## config.mk

```make
export PLATFORM = sky130hd
export DESIGN_NAME = tone_generator_flat
export DESIGN_NICKNAME = d
export VERILOG_FILES = /design/src/rtl/tone_generator_if.sv /design/src/rtl/tone_generator.sv /design/src/flat_wrapper.sv
export SDC_FILE = /design/constraint.sdc
export NUM_CORES = 1
export LEC_CHECK = 0
export BUFFER_PORTS_ARGS = -buffer_cell sky130_fd_sc_hd__buf_2
export CAP_MARGIN = 0
export CORE_MARGIN = 3
export CORE_UTILIZATION = 25
export CTS_CLUSTER_SIZE = 8
export DETAILED_ROUTE_END_ITERATION = 10
export SYNTH_ARGS = -nofsm -noshare
export SYNTH_HDL_FRONTEND = slang
export SYNTH_SLANG_ARGS = --single-unit
```

## constraint.sdc

```tcl
create_clock -name clk -period 4.06 [get_ports clk]
set_clock_uncertainty 0.05 [all_clocks]
set_input_delay 0.203 -clock clk [delete_from_list [all_inputs] [get_ports clk]]
set_output_delay 0.203 -clock clk [all_outputs]
set_load 0.005 [all_outputs]
```

## src/rtl/tone_generator_if.sv

```systemverilog
// ============================================================================
// Module  : tone_generator_if
// Brief   : Tone register / audio output bundle shared by tone_generator.
// Revision: 1.0
// ============================================================================
`default_nettype none

interface tone_generator_if #(
  parameter int WIDTH    = 24,
  parameter int VOL_BITS = 3
);
  logic                tone_enable;
  logic [WIDTH-1:0]    tone_input;
  logic [VOL_BITS-1:0] volume;
  logic                square_wave_out;
  logic                pwm_out;
  logic                half_period_tick;

  modport master (
    output tone_enable, tone_input, volume,
    input  square_wave_out, pwm_out, half_period_tick
  );

  modport slave (
    input  tone_enable, tone_input, volume,
    output square_wave_out, pwm_out, half_period_tick
  );
endinterface

`default_nettype wire

```

## src/rtl/tone_generator.sv

```systemverilog
// ============================================================================
// Module  : tone_generator
// Brief   : Square-wave tone generator with glitch-free period reload and
//           volume-gated PWM copy.
// Revision: 1.0
// ============================================================================
`default_nettype none

module tone_generator #(
  parameter int WIDTH    = 24,
  parameter int VOL_BITS = 3
) (
  input  wire logic       clk,
  input  wire logic       rst,
  tone_generator_if.slave bus
);

  typedef enum logic [0:0] {
    IDLE = 1'b0,
    RUN  = 1'b1
  } state_t;

  state_t              r_state;
  logic [WIDTH-1:0]    r_counter;
  logic [WIDTH-1:0]    r_active_period;
  logic [VOL_BITS-1:0] r_pwm_cnt;
  logic                r_phase;
  logic                r_pwm;
  logic                r_tick;

  logic                w_boundary;
  logic                w_pwm_on;
  logic                w_start;

  assign w_boundary = (r_counter == (r_active_period - WIDTH'(1)));
  assign w_pwm_on   = (r_pwm_cnt < bus.volume);
  assign w_start    = bus.tone_enable && (bus.tone_input != '0);

  // pwm_out is gated with the phase being registered on the same edge so it
  // never extends past a falling edge of square_wave_out.
  always_ff @(posedge clk or negedge rst) begin
    if (!rst) begin
      r_state         <= IDLE;
      r_counter       <= '0;
      r_active_period <= '0;
      r_pwm_cnt       <= '0;
      r_phase         <= 1'b0;
      r_pwm           <= 1'b0;
      r_tick          <= 1'b0;
    end else begin
      case (r_state)
        IDLE: begin
          r_counter <= '0;
          r_pwm_cnt <= '0;
          r_phase   <= 1'b0;
          r_pwm     <= 1'b0;
          r_tick    <= 1'b0;
          if (w_start) begin
            r_state         <= RUN;
            r_active_period <= bus.tone_input;
          end else begin
            r_active_period <= '0;
          end
        end
        RUN: begin
          if (!bus.tone_enable) begin
            r_state         <= IDLE;
            r_counter       <= '0;
            r_active_period <= '0;
            r_pwm_cnt       <= '0;
            r_phase         <= 1'b0;
            r_pwm           <= 1'b0;
            r_tick          <= 1'b0;
          end else if (w_boundary) begin
            r_counter <= '0;
            if (bus.tone_input == '0) begin
              r_state         <= IDLE;
              r_active_period <= '0;
              r_pwm_cnt       <= '0;
              r_phase         <= 1'b0;
              r_pwm           <= 1'b0;
              r_tick          <= 1'b0;
            end else begin
              r_active_period <= bus.tone_input;
              r_pwm_cnt       <= r_pwm_cnt + VOL_BITS'(1);
              r_phase         <= ~r_phase;
              r_pwm           <= ~r_phase & w_pwm_on;
              r_tick          <= 1'b1;
            end
          end else begin
            r_counter <= r_counter + WIDTH'(1);
            r_pwm_cnt <= r_pwm_cnt + VOL_BITS'(1);
            r_pwm     <= r_phase & w_pwm_on;
            r_tick    <= 1'b0;
          end
        end
        default: r_state <= IDLE;
      endcase
    end
  end

  assign bus.square_wave_out  = r_phase;
  assign bus.pwm_out          = r_pwm;
  assign bus.half_period_tick = r_tick;

endmodule

`default_nettype wire

```

## src/flat_wrapper.sv

```systemverilog
// flat-port wrapper written by rule: the top's interface ports become plain ports
module tone_generator_flat 
#(
  parameter int WIDTH    = 24,
  parameter int VOL_BITS = 3
)
  (clk, rst, bus_tone_enable, bus_tone_input, bus_volume, bus_square_wave_out, bus_pwm_out, bus_half_period_tick);
  tone_generator_if #(.WIDTH(WIDTH), .VOL_BITS(VOL_BITS)) bus_i ();
  input  wire logic clk;
  input  wire logic rst;
  input wire logic [$bits(bus_i.tone_enable)-1:0] bus_tone_enable;
  input wire logic [$bits(bus_i.tone_input)-1:0] bus_tone_input;
  input wire logic [$bits(bus_i.volume)-1:0] bus_volume;
  output wire logic [$bits(bus_i.square_wave_out)-1:0] bus_square_wave_out;
  output wire logic [$bits(bus_i.pwm_out)-1:0] bus_pwm_out;
  output wire logic [$bits(bus_i.half_period_tick)-1:0] bus_half_period_tick;
  assign bus_i.tone_enable = bus_tone_enable;
  assign bus_i.tone_input = bus_tone_input;
  assign bus_i.volume = bus_volume;
  assign bus_square_wave_out = bus_i.square_wave_out;
  assign bus_pwm_out = bus_i.pwm_out;
  assign bus_half_period_tick = bus_i.half_period_tick;
  tone_generator #(.WIDTH(WIDTH), .VOL_BITS(VOL_BITS)) u_core (.clk(clk), .rst(rst), .bus(bus_i));
endmodule
```

# Word-level counts from Yosys, hierarchy flattened
# Index checks and enable logic that the tools add are counted.
# W data, S select, Z words.
[op_classes]
n_addsub = 3
n_lt_le_gt_ge = 1
n_eq_ne = 2
n_mux = 28
bitwise_logic = 4
reduce_logical = 3
[ops]
columns = ["operator", "n"]
rows = [
  ["$mux W24", 6],
  ["$pmux W24 S2", 2],
  ["$add A24 B1 Y24 const B", 1],
  ["$eq A24 B24 Y1", 1],
  ["$logic_not A24 Y1", 1],
  ["$reduce_bool A24 Y1", 1],
  ["$sub A24 B1 Y24 const B", 1],
  ["$mux W1", 12],
  ["$mux W3", 3],
  ["$pmux W1 S2", 4],
  ["$pmux W3 S2", 1],
  ["$add A3 B1 Y3 const B", 1],
  ["$lt A3 B3 Y1", 1],
  ["$ne A3 B3 Y1 const B", 1],
  ["$and A1 B1 Y1", 2],
  ["$not A1 Y1", 2],
  ["$logic_and A1 B1 Y1", 1],
]
[word_totals]
reg_bits = 55
word_cells = 48

# Longest topological paths before layout
# Gate-level depths: netlist (run 1).
[depth]
word_depth = 6
mapped_depth = 11
depth_no_buf = 10

# Least setup slack after synthesis (run 1)
# No wires, ideal clock.
[synth_path]
path_kind = "register to register"
startpoint = "register u_core.r_active_period[14]"
endpoint = "register u_core.r_active_period[15]"
setup_time_ns = 0.121
arrival_time_ns = 2.846
required_time_ns = 3.889
setup_slack_ns = 1.043
stages_incl_launch_ff = 10
path_buffers = 1
period_less_slack_ns = 3.017
cell_sequence = "dfrtp_1 or4_4 or4_4 nor2_1 mux2_1 a32oi_2 and4_4 nor2_4 buf_6 a22o_1"
[synth_between]
elab_chain_cells = 3
[synth_rtl]
columns = ["element", "line", "text"]
rows = [
  ["start, declared", "tone_generator.sv:25", "logic [WIDTH-1:0] r_active_period;"],
  ["start signal, assigned", "tone_generator.sv:60", "r_active_period <= bus.tone_input;"],
  ["start signal, assigned", "tone_generator.sv:84", "r_active_period <= bus.tone_input;"],
  ["$sub A24 B1 Y24", "tone_generator.sv:35", "assign w_boundary = (r_counter == (r_active_period - WIDTH'(1)));"],
  ["$eq A24 B24 Y1", "tone_generator.sv:35", ""],
  ["$ne A3 B3 Y1 (no source line)", "-", ""],
]
# No other way between the ends.
# A chain may end at the register's enable or synchronous reset.

# Final worst setup path (run 1)
[layout_path]
startpoint = "register u_core.r_active_period[14]"
endpoint = "register u_core.r_pwm_cnt[1]"
[layout_between]
elab_chain_cells = 5
[layout_rtl]
columns = ["element", "line", "text"]
rows = [
  ["$sub A24 B1 Y24", "tone_generator.sv:35", ""],
  ["$eq A24 B24 Y1", "tone_generator.sv:35", ""],
  ["$mux W3", "tone_generator.sv:74", "end else if (w_boundary) begin"],
  ["$mux W3", "tone_generator.sv:66", "if (!bus.tone_enable) begin"],
  ["$pmux W3 S2", "tone_generator.sv:51", "case (r_state)"],
  ["end signal, assigned", "tone_generator.sv:85", "r_pwm_cnt <= r_pwm_cnt + VOL_BITS'(1);"],
  ["end signal, assigned", "tone_generator.sv:92", "r_pwm_cnt <= r_pwm_cnt + VOL_BITS'(1);"],
  ["end, declared", "tone_generator.sv:26", "logic [VOL_BITS-1:0] r_pwm_cnt;"],
]
# No other way between the ends.

==> results.md, run 1 <==
- Outcome: finished, violations left
- Failing checks: negative hold slack
- FF+latch count, synth: 55
- 1st-iter DRT viols: 195
- FP Rows: 41
- H-tree depth: 2
- Share of post-route cells with drive strength above 1: 0.161
- Power Density: 348 nW/µm²
- Synth-to-Final Area Change: 14.4%
- Slowest cell on the critical path: or4_4
- Worst setup EP type: flip-flop
- CP peak stage delay: 0.59 ns
- Final setup viols: 0
- Synth Area per Inst: 9.81 µm²
- Sequential Power Share: 0.451
- Max Slew Vio Count: 0
- Crit-path cells: or4_4, or4_4, nor2_1, mux2_1, a32oi_2, nand4_4, nand3_2, a21boi_0
- Min Hold Slack: -0.00336 ns
- # IOs: 33
- Final Non-Filler Cells: 544
- Critical Path Start Type: flip-flop
- Clock tree buffer depth: 2
- Buf+Inv Stages, Crit Path: 0
- Most frequent cells in the layout: dfrtp_1, nor2_1, nand2_1, buf_2, xnor2_1
- CP max FO: 26
- CP Class: reg2reg
- Cts hold-fix bufs: 0
- Post-Place Worst Slack: 0.804 ns
- Die area: roughly 15000 µm²
- Synth Flop Type: dfrtp_1
- Via Count: 2591
- Leak: between 1.5 and 2 nW
- Critical Path AT: 3.36 ns
- Initial antenna violation count: 0
- Postcts setup bufs: 0
- Req. time, crit path: between 4 and 5 ns
- Grt total ovfl: 0
- Number of clock sinks: 55
- R2R Path Start: u_core.r_active_period[14]$_DFFE_PN0P_
- DRC Markers: 0
- HPWL after DPL: 5.85 mm
- Mux share of post-synthesis cell area: 0.0420
- Commonest non-fill, non-tap cell in the layout: dfrtp_1
- Total track usage: 0.107
- Post-route setup slack: 0.806 ns
- Sequential element share of the synthesized area: 0.409
- Hold crit path type: in2async
- Final Wtd Congestion: 0.814
- Diode count: 0
- CTS tree: built
- Clock buffers created by TritonCTS: 5
- Final worst path period need: 3.25 ns
- Clock share of power: 0.373
- Dpl cells: 536
- Max-capacitance violation count: 0
- Final setup TNS: 0 ns
- DRT antenna net count: 0
- Core area: 12900 µm²
- Post-Syn Area: 3370 µm²
- Post-CTS resize count: 0
- First-pass GRT wire length: between 10 and 15 mm
- Maximum VDD drop: 0.173 mV
- Final #Nets: 406
- Switching part of the total: 0.268
- Max_slew headroom: 0.535
- Final Hold Viols: 7
- Pint: 979 µW
- Post-synthesis simple-gate area fraction: 0.266
- Pin count of the biggest net entering global routing: 56
- FILL cells: between 1000 and 1500
- Synth Area in Compound Gates: 0.0985
- Die Ht: 122 µm
- Fin crit share: 0.802
- Post-synth ARST share: 1.00
- Post-synth EDFFs: 0
- CP delay by family, top: simple AND/OR/NAND/NOR gates
- Synth area leader: dfrtp_1
- Vias in the first global route: 2614
- Top cell type's share of synthesized area: 0.409
- Largest family of logic cells by synthesized area: simple AND/OR/NAND/NOR gates
- CP startpoint: u_core.r_active_period[14]$_DFFE_PN0P_
- Xor/xnor share of the synthesized area: 0.135
- Clock transition at path regs: 0.07 ns
- Fmax: 307 MHz
- Net Sw Power: 359 µW
- Syn nets: 378
- Drt total wl: 7.63 mm
- Initial core utilization: 0.261
- Most used cell, CP: or4_4
- Ys Warns: 0
- DR WL/cell: 14.0 µm
- Logic pwr share: 0.177
- Post-synthesis instance total: 343
- Largest cells by area after synthesis: dfrtp_1, xnor2_1, xor2_1
- Synth Area in Adders: 0.0186
- Synth unique cells: 57
- Drt pass-1 iters: 4
- Die Wd: 122 µm
- Drt via density: 4.76
- Total power: 1.34 mW
- Worst-margin pin slew: 0.698 ns
- Clock Latency Late Sink: 0.29 ns
- IO Port Bufs: 32
- Root Driver: clkbuf_16
- RSZ-0062 raised after global routing: no
==> synthesized netlist by cell type (all sizes together), types with 5 or more instances <==
cell and n:
dfrtp 55, nor2 40, nand2 38, xnor2 27
xor2 25, a22o 17, nand3 14, mux2i 13
nor4 12, nor3 10, inv 8, buf 7
nand4 7, and3 6, a21oi 5, and2 5
clkbuf 5, ha 5, nor2b 5, o21ai 5
==> sequential cells by signal (all words and copies together), names as in the netlist <==
signal / flops
u_core.bus.square_wave_out: 1
u_core.r_pwm_cnt: 3
u_core.r_active_period: 24
u_core.bus.half_period_tick: 1
u_core.bus.pwm_out: 1
u_core.r_counter: 24
u_core.r_state: 1
==> routing by layer <==
metal,vias up,wire length [µm],global-route usage
met1,1284,3870,0.150
met4,0,17,0.0133
met3,3,272,0.0246
met2,38,3470,0.173
met5,-,0,0
li1,1266,-,-
==> cells by family after synthesis <==
family                   Yosys count
AND/OR/NAND/NOR                  156
flip-flops                        55
XOR/XNOR                          52
AO/OA/AOI/OAI                     41
buffers and inverters             20
multiplexers                      14
adder cells (fa/ha/maj)            5
==> metrics by stage <==
stage,area [µm²],util,hold slack [ns]
after floorplan,3370,-,-0.143
after CTS,3850,0.299,0.0253
after global routing,3850,0.299,0.0741
after global placement,3680,0.285,0.332
after detailed placement,3680,0.285,0.341
final,3850,0.299,-0.00336
==> power by group through the flow <==
stage               logic, mW  registers [mW]  clock network [mW]
detailed placement      0.238           0.613                   0
CTS                     0.239           0.603               0.510
global placement        0.231           0.612                   0
finish                  0.237           0.603               0.498
global route            0.265           0.606               0.529
floorplan               0.182           0.599                   0
==> area by class of cell <==
class                      count  area, µm²  share of cell area
sequential                    55       1380               0.357
clock inverter                 2       35.0             0.00910
clock buffer                   6        139              0.0361
tap                          172        215              0.0559
multi-input combinational    268       1890               0.490
inverter                       8       30.0             0.00780
timing repair buffer          33        168              0.0435
==> worst paths after layout <==
| path | endpoint | slack (ns) | cells after the start |
|---|---|---|---|
| max | u_core.r_pwm_cnt[1]$_DFF_PN0_ | 0.81 | 8 |
| min | u_core.r_counter[4]$_DFF_PN0_ | -0.003 | 2 |
| max reg2reg | u_core.r_pwm_cnt[1]$_DFF_PN0_ | 0.81 | 8 |
| min reg2reg | u_core.r_pwm_cnt[0]$_DFF_PN0_ | 0.41 | 1 |
| max in group asynchronous | u_core.r_counter[20]$_DFF_PN0_ | 3.50 | 2 |
| min in group clk | u_core.r_active_period[12]$_DFFE_PN0P_ | 0.09 | 2 |
Note: power is estimated with default switching activity, not from simulation.
==> run 2: changes to the inputs <==
- ABC_AREA: default -> 1
- clock period: 4.06 -> 3.3 ns (I/O delays scaled with it)
==> run 2 against run 1 <==
Against the previous run: the run now ends clean; die area increased by 17%; first-iteration DRC count is 31% higher; count of clock-buffer cells in the layout down 1; sequential power up 25%; power up 25%; wire length increased by 31%; core utilization shrank 0.64 points.
==> results.md, run 2 <==
- RSZ-0062 raised after global routing: no
- Drt total wl: 9.98 mm (+31%)
- Commonest non-fill, non-tap cell in the layout: nand2_1
- Req. time, crit path: 3.48 ns (-0.68 ns)
- Max-capacitance violation count: 0 (unchanged)
- Sequential Power Share: 0.449 (-0.002)
- DRT antenna net count: 0 (unchanged)
- Synth area leader: dfrtp_1
- Die Ht: 132 µm (+8.1%)
- Switching part of the total: 0.327 (+0.0587)
- Critical Path AT: 3.00 ns (-0.36 ns)
- Final Wtd Congestion: 0.868 (+6.6%)
- Post-CTS resize count: 0 (unchanged)
- Synth unique cells: 32 (-44%)
- Initial antenna violation count: 0 (unchanged)
- Pint: 1.13 mW (+15%)
- Final #Nets: 663 (+63%)
- Fin crit share: 0.854 (+0.0528)
- Final setup viols: 0 (unchanged)
- Logic pwr share: 0.241 (+0.064)
- 1st-iter DRT viols: 256 (+31%)
- DRC Markers: 0 (unchanged)
- Synth Flop Type: dfrtp_1
- Clock Latency Late Sink: 0.29 ns (about the same)
- CP Class: reg2reg
- Leak: 2.33 nW (+40%)
- Final setup TNS: 0 ns (unchanged)
- Drt pass-1 iters: 5 (+1)
- Post-synth EDFFs: 0 (unchanged)
- Share of post-route cells with drive strength above 1: 0.103 (-0.0580)
- Outcome: finished, final reports clean
- Postcts setup bufs: 0 (unchanged)
- Grt total ovfl: 0 (unchanged)
- FP Rows: 45 (+9.8%)
- Vias in the first global route: 3460 (+32%)
- Synth Area per Inst: 6.64 µm² (-32%)
- Clock share of power: 0.310 (-0.063)
- Fin util: 0.293 (-0.00637)
- Diode count: 0 (unchanged)
- Post-synth ARST share: 1.00 (unchanged)
- Clock transition at path regs: 0.07 ns (about the same)
- Power Density: 372 nW/µm² (+7.1%)
- DR WL/cell: 11.9 µm (-15%)
- Via Count: 3636 (+40%)
- Core area: 15400 µm² (+19%)
- Largest cells by area after synthesis: dfrtp_1, nand2_1, inv_1
- Worst-margin pin slew: 0.717 ns (+0.0196 ns)
- Count leader, synth: nand2_1
- CP max FO: 49 (+88%)
- H-tree depth: 2 (unchanged)
- CTS tree: built
- # IOs: 33 (unchanged)
- Maximum VDD drop: 0.309 mV (+78%)
- Die Wd: 132 µm (+8.1%)
- Regs by FF count: u_core.r_active_period (24), u_core.r_counter (24), u_core.r_pwm_cnt (3)
- Die area: 17400 µm² (+17%)
- Clock buffers created by TritonCTS: 5 (unchanged)
- Clock tree buffer depth: 2 (unchanged)
- Top cell type's share of synthesized area: 0.347 (-0.0618)
- Max Slew Vio Count: 0 (unchanged)
- Final Hold Viols: 0 (-7)
- Number of clock sinks: 55 (unchanged)
- Max_slew headroom: 0.522 (-0.0130)
- Final worst path period need: 2.82 ns (-0.435 ns)
- Initial core utilization: 0.258 (-0.00344)
- First-pass GRT wire length: 16.8 mm (+30%)
- HPWL after DPL: 8.14 mm (+39%)
- Post-synthesis instance total: 597 (+74%)
- Multi-input logic area: 2180 µm² (+16%)
- Cts hold-fix bufs: 1 (+1)
- Pin count of the biggest net entering global routing: 50 (-11%)
- Commonest cells in the netlist: nand2_1, inv_1, nor2_1
- Sequential element share of the synthesized area: 0.347 (-0.0618)
- Most frequent cells in the layout: nand2_1, inv_1, nor2_1, dfrtp_1, nand3_1
- Ys Warns: 0 (unchanged)
- Synth-to-Final Area Change: 13.4%
- Fmax: 355 MHz (+15%)
- Drt via density: 4.33 (-9.1%)
- IO Port Bufs: 32 (unchanged)
- Syn nets: 632 (+67%)
- Root Driver: clkbuf_16
- Net Sw Power: 548 µW (+53%)
- Worst setup EP type: flip-flop
- Critical Path Start Type: flip-flop
- Hold crit path type: in2reg
- FF+latch count, synth: 55 (unchanged)
- FILL cells: 1689 (+26%)
- Post-Syn Area: 3970 µm² (+18%)
- Register area: 1380 µm² (unchanged)
- Total track usage: 0.115 (+0.00871)
==> run 2: cell count changes in the layout (fill, tap and decap cells not counted), sizes merged, moves of 11 or more <==
cell   before  now
mux2i      13    0
xnor2      27   15
a22o       17    0
nor2       40   93
nand2      38  187
inv         8   84
nand3      14   56
o21ai       5   16
==> run 2: power by group through the flow <==
stage	Combinational (mW)	Sequential, mW	Clock [mW]
after floorplan	0.302	0.749	0
after global placement	0.404	0.763	0
after detailed placement	0.405	0.764	0
after CTS	0.408	0.751	0.536
after global routing	0.470	0.758	0.563
final	0.403	0.752	0.519
==> run 2: layer usage <==
layer  up-vias  global-route usage  routed length [µm]
li1       1922                   -                   -
met1      1628               0.171                5130
met2        74               0.179                4350
met3        12              0.0103                 343
met4         0              0.0333                 155
met5         -                   0                   0
==> run 2: path summary, 6_finish.rpt <==
check                                                         end  depth (start not counted)                             startpoint  slack, ns
setup / recovery           u_core.r_active_period[20]$_DFFE_PN0P_                         15  u_core.r_active_period[0]$_DFFE_PN0P_       0.48
hold / removal             u_core.r_active_period[23]$_DFFE_PN0P_                          3                     bus_tone_input[23]       0.06
setup reg to reg           u_core.r_active_period[20]$_DFFE_PN0P_                         15  u_core.r_active_period[0]$_DFFE_PN0P_       0.48
hold reg to reg                     u_core.r_pwm_cnt[0]$_DFF_PN0_                          1          u_core.r_pwm_cnt[0]$_DFF_PN0_       0.43
max in group asynchronous  u_core.r_active_period[17]$_DFFE_PN0P_                          3                                    rst       2.10
min in group asynchronous           u_core.r_counter[1]$_DFF_PN0_                          2                                    rst       0.41
==> run 2: layout make-up <==
cell class,count,area share
clock buffers,5,0.0278
repair buffers,37,0.0473
inverters,84,0.0701
clock inverters,3,0.00445
flip-flops and latches,55,0.306
multi-input cells,445,0.486
well taps,211,0.0587
==> run 2: cell families after synthesis <==
logic type | Yosys count | synth area share
flip-flops | 55 | 0.347
adder cells (fa/ha/maj) | 5 | 0.0158
AO/OA/AOI/OAI | 28 | 0.0376
buffers and inverters | 97 | 0.102
AND/OR/NAND/NOR | 377 | 0.417
XOR/XNOR | 35 | 0.0808
==> run 2: stage by stage <==
| stage | cell area [µm²] | instances | worst slack (ns) | power (mW) | hold slack, ns |
|---|---|---|---|---|---|
| after global placement | 4340 | 831 | 0.530 | 1.17 | 0.215 |
| after CTS | 4500 | 840 | 0.458 | 1.69 | 0.0610 |
| after floorplan | 3970 | 597 | 1.16 | 1.05 | -0.181 |
| final | 4500 | 840 | 0.481 | 1.67 | 0.0646 |
| after global routing | 4500 | 840 | 0.198 | 1.79 | 0.0744 |
| after detailed placement | 4340 | 831 | 0.483 | 1.17 | 0.216 |
==> run 2: critical path: stages (launching register included) <==
cell and delay [ns]:
dfrtp_1 0.37, inv_1 0.16, ha_1 0.28, nand2_2 0.15
nor2_4 0.25, nand3_1 0.11, nand2_1 0.09, nand2_1 0.05
nor2_1 0.12, nand2_1 0.08, nor2_2 0.12, nand3_4 0.20
nand2_4 0.23, buf_12 0.24, nand3_1 0.11, nand2_1 0.09
